--- config.mk ---
export PLATFORM = sky130hd
export DESIGN_NAME = fb_writer
export DESIGN_NICKNAME = d
export VERILOG_FILES = /design/src/rtl/fb_writer.sv
export SDC_FILE = /design/constraint.sdc
export NUM_CORES = 1
export LEC_CHECK = 0
export BUFFER_PORTS_ARGS = -buffer_cell sky130_fd_sc_hd__buf_2
export CORE_MARGIN = 4
export CORE_UTILIZATION = 49
export DETAILED_ROUTE_END_ITERATION = 10
export PLACE_DENSITY = 0.86
export SLEW_MARGIN = 30
export SYNTH_ARGS = -nofsm -noshare
export SYNTH_HDL_FRONTEND = slang
export SYNTH_SLANG_ARGS = --single-unit
--- constraint.sdc ---
create_clock -name clk -period 1.82 [get_ports clk]
set_clock_uncertainty 0.15 [all_clocks]
set_input_delay 0.273 -clock clk [delete_from_list [all_inputs] [get_ports clk]]
set_output_delay 0.273 -clock clk [all_outputs]
set_load 0.02 [all_outputs]
--- src/rtl/fb_writer.sv ---
// Framebuffer writer: streams a pixel source into y*WIDTH+x addresses, or fills the buffer.
// Optional fill (CLEAR) support is compiled in when FB_WR_CLEAR_EN is defined.
//
// state  | meaning
// IDLE   | waiting for start (or clear); counters held at 0
// STREAM | accepting one pixel per valid beat, writing it one cycle later
// CLEAR  | writing the latched clear colour to every address, one per cycle
module fb_writer #(
    parameter int WIDTH  = 320,
    parameter int HEIGHT = 240
) (
    input  logic        clk,
    input  logic        rst,
    input  logic        start,
    input  logic        clear,
    input  logic [11:0] clear_color,
    input  logic        pix_valid,
    input  logic [11:0] pix_data,
    output logic        pix_ready,
    output logic        wr_en,
    output logic [16:0] wr_addr,
    output logic [11:0] wr_data,
    output logic        busy,
    output logic        frame_done
);

    localparam int XW = (WIDTH > 1) ? $clog2(WIDTH) : 1;
    localparam int YW = (HEIGHT > 1) ? $clog2(HEIGHT) : 1;
    localparam logic [XW-1:0] X_LAST = XW'(WIDTH - 1);
    localparam logic [YW-1:0] Y_LAST = YW'(HEIGHT - 1);

    typedef enum logic [1:0] {IDLE, STREAM, CLEAR} state_t;

    state_t        state;
    logic [XW-1:0] x;
    logic [YW-1:0] y;
    logic [16:0]   addr;
    logic          adv;
    logic          last_pix;
    logic [11:0]   adv_data;

    assign pix_ready = (state == STREAM);
    assign busy      = (state != IDLE);
    assign last_pix  = (x == X_LAST) && (y == Y_LAST);

`ifdef FB_WR_CLEAR_EN
    logic [11:0] fill;

    always_ff @(posedge clk or negedge rst) begin
        if (!rst) begin
            fill <= '0;
        end else if (state == IDLE && clear) begin
            fill <= clear_color;
        end
    end

    assign adv      = (state == CLEAR) || (state == STREAM && pix_valid);
    assign adv_data = (state == CLEAR) ? fill : pix_data;
`else
    logic unused_clear;
    assign unused_clear = ^{clear, clear_color};
    assign adv          = (state == STREAM) && pix_valid;
    assign adv_data     = pix_data;
`endif

    always_ff @(posedge clk or negedge rst) begin
        if (!rst) begin
            state      <= IDLE;
            x          <= '0;
            y          <= '0;
            addr       <= '0;
            wr_en      <= 1'b0;
            wr_addr    <= '0;
            wr_data    <= '0;
            frame_done <= 1'b0;
        end else begin
            wr_en      <= 1'b0;
            frame_done <= 1'b0;
            if (state == IDLE) begin
                x    <= '0;
                y    <= '0;
                addr <= '0;
`ifdef FB_WR_CLEAR_EN
                if (clear)
                    state <= CLEAR;
                else
`endif
                if (start)
                    state <= STREAM;
            end else if (adv) begin
                wr_en   <= 1'b1;
                wr_addr <= addr;
                wr_data <= adv_data;
                // Address walks linearly alongside x/y so no y*WIDTH multiply is needed.
                if (last_pix) begin
                    x          <= '0;
                    y          <= '0;
                    addr       <= '0;
                    frame_done <= 1'b1;
                    state      <= IDLE;
                end else begin
                    addr <= addr + 17'd1;
                    if (x == X_LAST) begin
                        x <= '0;
                        y <= y + 1'b1;
                    end else begin
                        x <= x + 1'b1;
                    end
                end
            end
        end
    end

endmodule

==> flow_summary_export.csv, run 1 <==
group,metric,value,unit
route,vias,2460,
global_route,antenna_found_initial,0,
timing,period_share,104,%
yosys,synth.area.top_cells,"dfrtp_1 56%, mux2_2 11%, o21ai_0 2.7%",
power,p_total,4.24,mW
timing,post-route-min-period,1890,ps
timing,max_freq,530,MHz
final_layout,diodes,0,
placed_design,gp_congestion,0.873,
critical_path,crit_type,"reg -> reg",
final_layout,mostFrequentLayoutCells,"65 x dfrtp_1, 48 x buf_2, 39 x buf_4",
clock_network,ctsHtreeMaxLevel,3,
clock_network,cts_tree,"built",
route,drc,0,
timing,fin_setup_tns,-117,ps
status,outcome,"complete, but fails checks",
floorplan,core.rowCount,28,
power,peakVddDrop,0.000863,V
route,wl_per_cell,16.6,µm
floorplan,num_io_pins,62,
route,via_per_inst,5.53,
timing,setup_violations,2,
global_route,grt_overflow_total,0,
critical_path,endpoint_kind,"register",
power,p_leak,1.95,nW
route,routed_wl,7.40,mm
yosys,syn_inst,261,
floorplan,core_area,0.00589,mm²
yosys,syn_area_per_cell,11.3,µm²
final_layout,area_growth_syn_to_layout,38.2,%
yosys,synth_top_area_share,55.9,%
floorplan,start_util,50.2,%
timing,worstMarginPinSlew,433,ps
critical_path,reg2regPathDepth,4,
final_layout,drive_above_1_share,45.4,%
global_route,grt_max_degree,67,
critical_path,worstPathArrival,2030,ps
global_route,grt_usage,20.4,%
power,powerDensity,1040,mW/mm²
min_path,hp-class,"in -> reg",
route,ant_nets,0,
placed_design,preCtsSetupSlack,-38.4,ps
timing,hold_viol_final,0,
clock_network,clk_pin_slew,70,ps
critical_path,worstSetupStartpointType,"register",
clock_network,cts_root_buf,"clkbuf_8",
global_route,grt_pass1_wl,11.6,mm
critical_path,cp_max_fo,4,
floorplan,die_y,85.6,µm
route,drt_pass1_iterations,5,
critical_path,crit_required,1960,ps
yosys,syn_area,0.00295,mm²
placed_design,dpl_cell_area,0.00357,mm²
final_layout,finalNetCount,397,
placed_design,numPortBuffers,48,
clock_network,clockBufferDepth,2,
yosys,ys_seq_area_share,55.9,%
flow_run,maxCapViolations,0,
route,dr.first_iter.drc_count,176,
yosys,yosysWarnings,0,
final_layout,stdcell_count,445,
final_layout,final_common_cell,"dfrtp_1",
timing,setup_ws,-67.3,ps
clock_network,numCtsBuffers,9,
yosys,syn_nets,293,
floorplan,dieArea,0.00733,mm²
timing,max-slew-margin-rel,70.8,%
timing,report.final.slew_viol_count,0,
floorplan,die_x,85.6,µm
status,violations,"setup timing",
timing,holdWs,5.05,ps
yosys,ys_ff_latch,66,
final_layout,final_area,0.00408,mm²
final_layout,post-route-util,69.3,%
clock_network,clkSinkCount,66,
timing,rsz0062_at_grt,"true",
min_path,hold_depth,2,
yosys,yosysTopAreaCell,"dfrtp_1",
global_route,grt_pass1_vias,2421,
placed_design,place_inst,416,
placed_design,place_hpwl,4.55,mm
clock_network,clk_latency,350,ps
yosys,synth.distinct_cells,36,
## area by class of cell
| cell class | count | area, µm² |
|---|---|---|
| Clock inverter | 5 | 100 |
| Timing Repair Buffer | 102 | 701 |
| Fill cell | 405 | 1800 |
| Sequential cell | 66 | 1650 |
| Clock buffer | 11 | 151 |
| Multi-Input combinational cell | 180 | 1360 |
| Inverter | 6 | 22.5 |
| Tap cell | 75 | 93.8 |
## report_power, final
part | internal (mW) | switching, mW
clock | 0.980 | 0.553
sequential | 1.66 | 0.147
combinational | 0.419 | 0.483
total | 3.06 | 1.18
## routing by layer
metal,routed length (µm),up-vias,share of wire (%),global-route usage (%)
met1,3020,1215,41,25.7
met3,470,15,6.4,7.01
met2,3770,86,51,32.3
met5,0,-,0,0
li1,-,1144,-,-
met4,134,0,1.8,8.49
## sequential cells by signal (all words and copies together), names as in the netlist
signal,count
frame_done,1
wr_en,1
wr_addr,17
x,9
wr_data,12
y,8
addr,17
state,1
## worst paths after layout
| check | startpoint | endpoint | slack [ps] |
|---|---|---|---|
| worst max-delay path | addr[4] | addr[16] | -70 |
| worst min register to register | wr_addr[7] | wr_addr[7] | 330 |
| worst min-delay path | pix_data[8] | wr_data[8] | 5 |
| worst max register to register | addr[4] | addr[16] | -70 |
| min in group asynchronous | rst | wr_addr[11] | 310 |
| max in group asynchronous | rst | state[0] | 910 |
## critical path: stages (launching register included)
cell     delay, ps
dfrtp_1        400
nand4_4        130
or4_4          530
or4b_1         540
nand3_1         80
## cell usage after synthesis (all sizes together)
cell type,count
or4,4
or3,11
nand2b,1
and2,4
and3,2
o31ai,2
nor4,4
mux2,28
inv,6
and4b,2
a22o,2
and3b,1
nor2,20
a31oi,1
clkbuf,6
xnor2,8
o21ai,16
nor3,2
nand4,12
dfrtp,66
nand3,8
nor2b,4
and4,2
or4b,1
mux2i,2
buf,3
a211o,1
nor3b,1
ha,3
a21oi,14
nor4b,1
xor2,6
nand2,17
## timing repair
action / in CTS / in global routing
gates cloned: 0 / 1
pin swaps: 5 / 14
buffers inserted: 1 / 3
hold buffers: 6 / 2
setup endpoints to repair: 13 / 31
resized for setup: 1 / 34
hold endpoints to repair: 71 / 2
## logic make-up (layout without fill, tap and decap cells)
group | after synthesis | count (layout) | share of synthesized area, %
flops | 66 | 66 | 55.9
buf+inv | 15 | 124 | 2.03
compound gates | 36 | 36 | 6.70
simple gates | 97 | 97 | 18.6
xor+xnor | 14 | 14 | 4.15
fa+ha+maj | 3 | 3 | 1.27
mux | 30 | 30 | 11.4
Note: power is estimated with default switching activity, not from simulation.
==> run 2: changes to the inputs <==
Settings changed: ABC_AREA set to 1, CORE_UTILIZATION 49 to 50.
==> run 2 against run 1 <==
Effect of this change: the run now ends clean; combinational power down 2%; sequential power is 6% higher; hold slack improved by 4.2 ps; critical path type unchanged; largest cell class unchanged.
==> flow_summary_export.csv, run 2 <==
group,metric,value,unit
power,p_leak,2.14,nW
clock_network,clkSinkCount,66,
timing,max_freq,592,MHz
yosys,yosysTopAreaCell,"dfrtp_1",
power,powerDensity,1030,mW/mm²
clock_network,cts_tree,"built",
timing,report.final.slew_viol_count,0,
final_layout,diodes,0,
yosys,ys_ff_latch,66,
timing,setup_violations,0,
yosys,synth.area.top_cells,"dfrtp_1 50%, nand2_1 16%, inv_1 4.5%",
yosys,synth_ff_type,"dfrtp_1",
global_route,grt_max_degree,67,
global_route,grt_pass1_vias,2840,
yosys,syn_inst,405,
clock_network,numCtsBuffers,9,
clock_network,cts_root_buf,"clkbuf_8",
floorplan,start_util,51.7,%
placed_design,place_inst,525,
yosys,yosysMostFrequentCell,"nand2_1",
timing,max-slew-margin-rel,65.6,%
clock_network,clockBufferDepth,2,
floorplan,die_y,89.3,µm
min_path,hp-class,"in -> reg",
clock_network,ctsHtreeMaxLevel,3,
critical_path,cp_slowest_stage_delay,360,ps
global_route,grt_overflow_total,0,
power,peakVddDrop,0.000652,V
yosys,syn_nets,437,
floorplan,die_x,89.3,µm
floorplan,core_area,0.00639,mm²
route,routed_wl,7.10,mm
route,via_per_inst,5.06,
critical_path,worstSetupStartpointType,"register",
global_route,gr-usage-met3,4.24,%
yosys,yosys-top-cells-count,"137 x nand2_1, 66 x dfrtp_1, 40 x inv_1",
final_layout,drive_above_1_share,22.2,%
timing,worstMarginPinSlew,514,ps
critical_path,cp_max_fo,11,
power,p_total,4.07,mW
critical_path,reg2regPathDepth,7,
route,ant_nets,0,
floorplan,dieArea,0.00797,mm²
placed_design,numPortBuffers,48,
route,dr.first_iter.drc_count,135,
final_layout,area_growth_syn_to_layout,19.9,%
floorplan,core.rowCount,29,
min_path,hold_depth,3,
timing,hold_viol_final,0,
critical_path,cp_slowest_cell,"dfrtp_1",
critical_path,crit_type,"reg -> reg",
route,drc,0,
min_path,min_to,"wr_data[6]",
min_path,holdCritStartpoint,"pix_data[6]",
global_route,grt_usage,20.2,%
yosys,syn_area,0.00330,mm²
flow_run,maxCapViolations,0,
critical_path,timing.rr.start,"x[0]",
timing,period_share,92.8,%
yosys,synthArstFlopShare,100,%
global_route,antenna_found_initial,0,
route,wl_per_cell,12.8,µm
final_layout,reg_top3,"addr x17, wr_addr x17, wr_data x12",
route,vias,2803,
placed_design,gp_congestion,0.861,
critical_path,crit_required,1950,ps
yosys,synth-edff-count,0,
yosys,ys_seq_area_share,50.0,%
global_route,busiest_layer,"met2",
global_route,use_met2,34.0,%
yosys,synth_top_area_share,50.0,%
critical_path,endpoint_kind,"register",
yosys,synth.distinct_cells,32,
final_layout,finalNetCount,504,
clock_network,clk_latency,350,ps
final_layout,final_common_cell,"nand2_1",
timing,rsz0062_at_grt,"false",
critical_path,path_cells,"ha_1 > nand3_2 > nor2_8 > nand2_2 > nand2_4 > nand3_1 > nand2_1",
floorplan,num_io_pins,62,
global_route,grt_pass1_wl,12.4,mm
clock_network,clk_pin_slew,70,ps
timing,fin_setup_tns,0,ps
global_route,grtUsageMet1,23.5,%
timing,post-route-min-period,1690,ps
status,outcome,"complete, no violations",
placed_design,place_hpwl,4.94,mm
final_layout,mostFrequentLayoutCells,"137 x nand2_1, 66 x dfrtp_1, 48 x buf_2",
critical_path,worstPathArrival,1820,ps
yosys,syn_area_per_cell,8.15,µm²
route,drt_pass1_iterations,4,
critical_path,reg2reg_to,"y[5]",
final_layout,stdcell_count,554,
critical_path,reg2reg_slack,130,ps
yosys,yosysWarnings,0,
==> run 2: cell types whose count changed in the layout (fill, tap and decap cells not counted), sizes merged, moves of 5 or more <==
cell / change
nand2: +130
buf: -39
inv: +37
mux2: -28
nor2: +28
nand3: +25
a21oi: -11
or3: -11
xnor2: -6
dlygate4sd3: +5
==> run 2: power breakdown <==
group / switching [mW] / leakage, nW / internal (mW) / total [mW]
logic: 0.558 / 1.20 / 0.327 / 0.884
registers: 0.200 / 0.839 / 1.71 / 1.91
clock network: 0.563 / 0.0986 / 0.705 / 1.27
==> run 2: area by class of cell <==
class | instances | area, µm²
inverter | 46 | 179
multi-input combinational | 282 | 1400
clock buffer | 12 | 155
sequential | 66 | 1650
clock inverter | 4 | 50.0
fill | 548 | 2430
timing repair buffer | 67 | 428
tap | 77 | 96.3
==> run 2: cell families (layout without fill, tap and decap cells) <==
| logic type | count (synthesis) | in the layout | share of synthesized area (%) |
|---|---|---|---|
| adders and majority gates | 3 | 3 | 1.14 |
| xor gates and xnor gates | 12 | 12 | 3.18 |
| DFF | 66 | 66 | 50.0 |
| buffers and inverters | 57 | 129 | 7.81 |
| AOI/OAI and AO/OA | 25 | 25 | 3.86 |
| and+or+nand+nor | 242 | 242 | 34.0 |
==> run 2: how the worst max path moves through the flow <==
| stage | startpoint | endpoint | cells past startpoint |
|---|---|---|---|
| after detailed placement | x[0] | y[5] | 7 |
| after global routing | x[0] | y[5] | 7 |
| after floorplan | y[0] | addr[5] | 9 |
| after CTS | x[0] | y[5] | 7 |
| after global placement | x[0] | y[5] | 7 |
| final | x[0] | y[5] | 7 |
==> run 2: repair_timing <==
action,CTS,global route
endpoints found under the hold margin,78,0
hold buffers,13,0
setup endpoints to repair,0,5
gates resized for setup,0,2
buffers inserted,0,0
==> run 2: critical path: cells and delay by family, from the launching register on <==
| family | cells | cell delay [ps] |
|---|---|---|
| AND/OR/NAND/NOR | 6 | 900 |
| flip-flops | 1 | 360 |
| adder cells (fa/ha/maj) | 1 | 210 |
==> run 2: through the flow <==
| step | hold slack [ps] | util, % | area (µm²) | worst slack, ps |
|---|---|---|---|---|
| after floorplan | -173 | - | 3300 | 196 |
| after global placement | 164 | 56.6 | 3620 | 156 |
| after detailed placement | 167 | 56.6 | 3620 | 113 |
| after CTS | 2.45 | 61.9 | 3950 | 75.0 |
| after global routing | 15.7 | 62.0 | 3960 | 2.02 |
| final | 9.28 | 62.0 | 3960 | 131 |
==> run 2: per-layer routing <==
layer  wire length (µm)  part of all wire [%]
met1               2970                    42
met2               3660                    51
met3                298                   4.2
met4                176                   2.5
met5                  0                     0
==> run 3: changes to the inputs <==
Settings changed: BUFFER_PORTS_ARGS -buffer_cell sky130_fd_sc_hd__buf_2 to -buffer_cell sky130_fd_sc_hd__clkbuf_2, CORE_UTILIZATION 50 to 49, PLACE_DENSITY 0.86 to 0.82.
Clock period 1.82 ns to 2 ns, I/O delays scaled along.
==> run 3 against run 2 <==
Effect of this change: highest routed layer unchanged; via count is 2.2% lower; register-to-register slack improved by 70 ps; worst setup slack gained 68 ps; combinational power decreased by 9.7%; final area shrank 0.19%; maximum frequency decreased by 6.2%; largest power group unchanged; sequential share of layout area rose by 0.079 points; hold slack improved by 18 ps.
==> flow_summary_export.csv, run 3 (synthesis gave the netlist of run 2 again) <==
group,metric,value,unit
clock_network,clk_latency,340,ps
route,drc,0,
route,vias,2742,
clock_network,cts-resized-gates,0,
min_path,hp-class,"in -> reg",
floorplan,start_util,51.1,%
power,powerDensity,960,mW/mm²
timing,max_freq,555,MHz
global_route,grt_pass1_wl,12.7,mm
floorplan,core.rowCount,29,
critical_path,cp_common_cell,"nand2_4",
floorplan,core_area,0.00646,mm²
timing,period_share,90.1,%
clock_network,clk_pin_slew,70,ps
timing,report.final.slew_viol_count,0,
final_layout,final_common_cell,"nand2_1",
clock_network,clkSinkCount,66,
clock_network,ctsHtreeMaxLevel,3,
route,dr.first_iter.drc_count,116,
critical_path,reg2regPathDepth,8,
critical_path,crit_required,2080,ps
critical_path,cp_slowest_cell,"dfrtp_1",
critical_path,crit_family,"simple AND/OR/NAND/NOR gates",
timing,rsz0062_at_grt,"false",
placed_design,place_hpwl,4.76,mm
final_layout,diodes,0,
global_route,grt_usage,19.1,%
power,p_leak,2.13,nW
timing,worstMarginPinSlew,516,ps
placed_design,gp_congestion,0.838,
final_layout,regArea,0.00165,mm²
critical_path,path_buf_inv,1,
final_layout,multi_input_area,0.00139,mm²
critical_path,worstPathArrival,1880,ps
critical_path,path_cells,"ha_1 > nand3_2 > nor3_2 > nand2_4 > nand2_4 > nand2_4 > clkinv_4 > nor2_1",
critical_path,worstSetupStartpointType,"register",
final_layout,area_growth_syn_to_layout,19.7,%
global_route,antenna_found_initial,0,
timing,fin_setup_tns,0,ps
clock_network,cts_tree,"built",
timing,setup_violations,0,
critical_path,cp_max_fo,13,
flow_run,maxCapViolations,0,
floorplan,die_y,90.1,µm
final_layout,finalNetCount,501,
critical_path,endpoint_kind,"register",
critical_path,crit_type,"reg -> reg",
status,outcome,"complete, no violations",
critical_path,cp_slowest_stage_delay,410,ps
global_route,grt_max_degree,67,
power,p_total,3.80,mW
timing,max-slew-margin-rel,65.4,%
route,wl_per_cell,12.7,µm
floorplan,num_io_pins,62,
placed_design,numPortBuffers,48,
clock_network,cts_root_buf,"clkbuf_8",
min_path,hold_depth,3,
final_layout,fillers,564,
global_route,grt_overflow_total,0,
floorplan,die_x,90.1,µm
clock_network,numCtsBuffers,9,
final_layout,mostFrequentLayoutCells,"137 x nand2_1, 66 x dfrtp_1, 48 x clkbuf_2",
floorplan,dieArea,0.00812,mm²
timing,hold_viol_final,0,
final_layout,drive_above_1_share,21.7,%
route,ant_nets,0,
final_layout,reg_top3,"addr x17, wr_addr x17, wr_data x12",
route,via_per_inst,4.98,
clock_network,clockBufferDepth,2,
critical_path,worstSetupPathDepth,8,
clock_network,postCtsSetupBuffers,0,
route,drt_pass1_iterations,4,
timing,post-route-min-period,1800,ps
power,peakVddDrop,0.000595,V
route,routed_wl,7.03,mm
global_route,grt_pass1_vias,2858,
[run 3: cell types whose count changed in the layout (fill, tap and decap cells not counted), sizes merged]
cell and change:
clkbuf +46, clkinvlp -1, buf -51, clkinv +2
bufinv +1
[run 3: layout make-up]
class	count	share of cell area, %
clock buffers	10	3.48
clock inverters	6	2.28
inverters	46	4.53
multi-input cells	282	35.2
flip-flops and latches	66	41.8
well taps	77	2.44
repair buffers	64	10.3
[run 3: timing repair]
action,4_1_cts,5_1_grt
hold buffers,13,0
setup endpoints to repair,0,0
hold endpoints to repair,78,0
[run 3: through the flow]
step           setup slack, ps  utilization [%]  cell area [µm²]  hold slack (ps)  cells
6_report                   199             61.2             3950             26.9    551
3_5_place_dp               206             55.7             3590              201    522
5_1_grt                   87.7             61.2             3950             41.3    551
4_1_cts                    181             61.2             3950             9.04    551
2_1_floorplan              376                -             3300             -146    405
3_3_place_gp               272             55.7             3590              198    522
[run 3: routing by layer]
layer  track usage (%)  routed length, µm
met4              5.74                 67
met5                 0                  0
met2              34.8               3630
met1              21.3               3020
met3              6.09                314
[run 3: path summary, 6_finish.rpt]
kind	startpoint	endpoint	slack, ps
min in group asynchronous	rst	x[7]	350
max reg2reg	y[0]	addr[10]	200
max	y[0]	addr[10]	200
min reg2reg	wr_addr[7]	wr_addr[7]	330
min	start	state[0]	30
max in group asynchronous	rst	x[3]	1050
[run 3: where the power goes]
part / total [mW] / leakage, nW / switching (mW) / internal, mW
Sequential: 1.74 / 0.839 / 0.184 / 1.56
Clock: 1.25 / 0.112 / 0.517 / 0.737
Combinational: 0.798 / 1.18 / 0.506 / 0.292
[run 3: worst reg2reg max path, stage by stage, from the launching register on]
cell and delay [ps]:
dfrtp_1 410, ha_1 290, nand3_2 140, nor3_2 240, nand2_4 110, nand2_4 70, nand2_4 60, clkinv_4 140
nor2_1 70
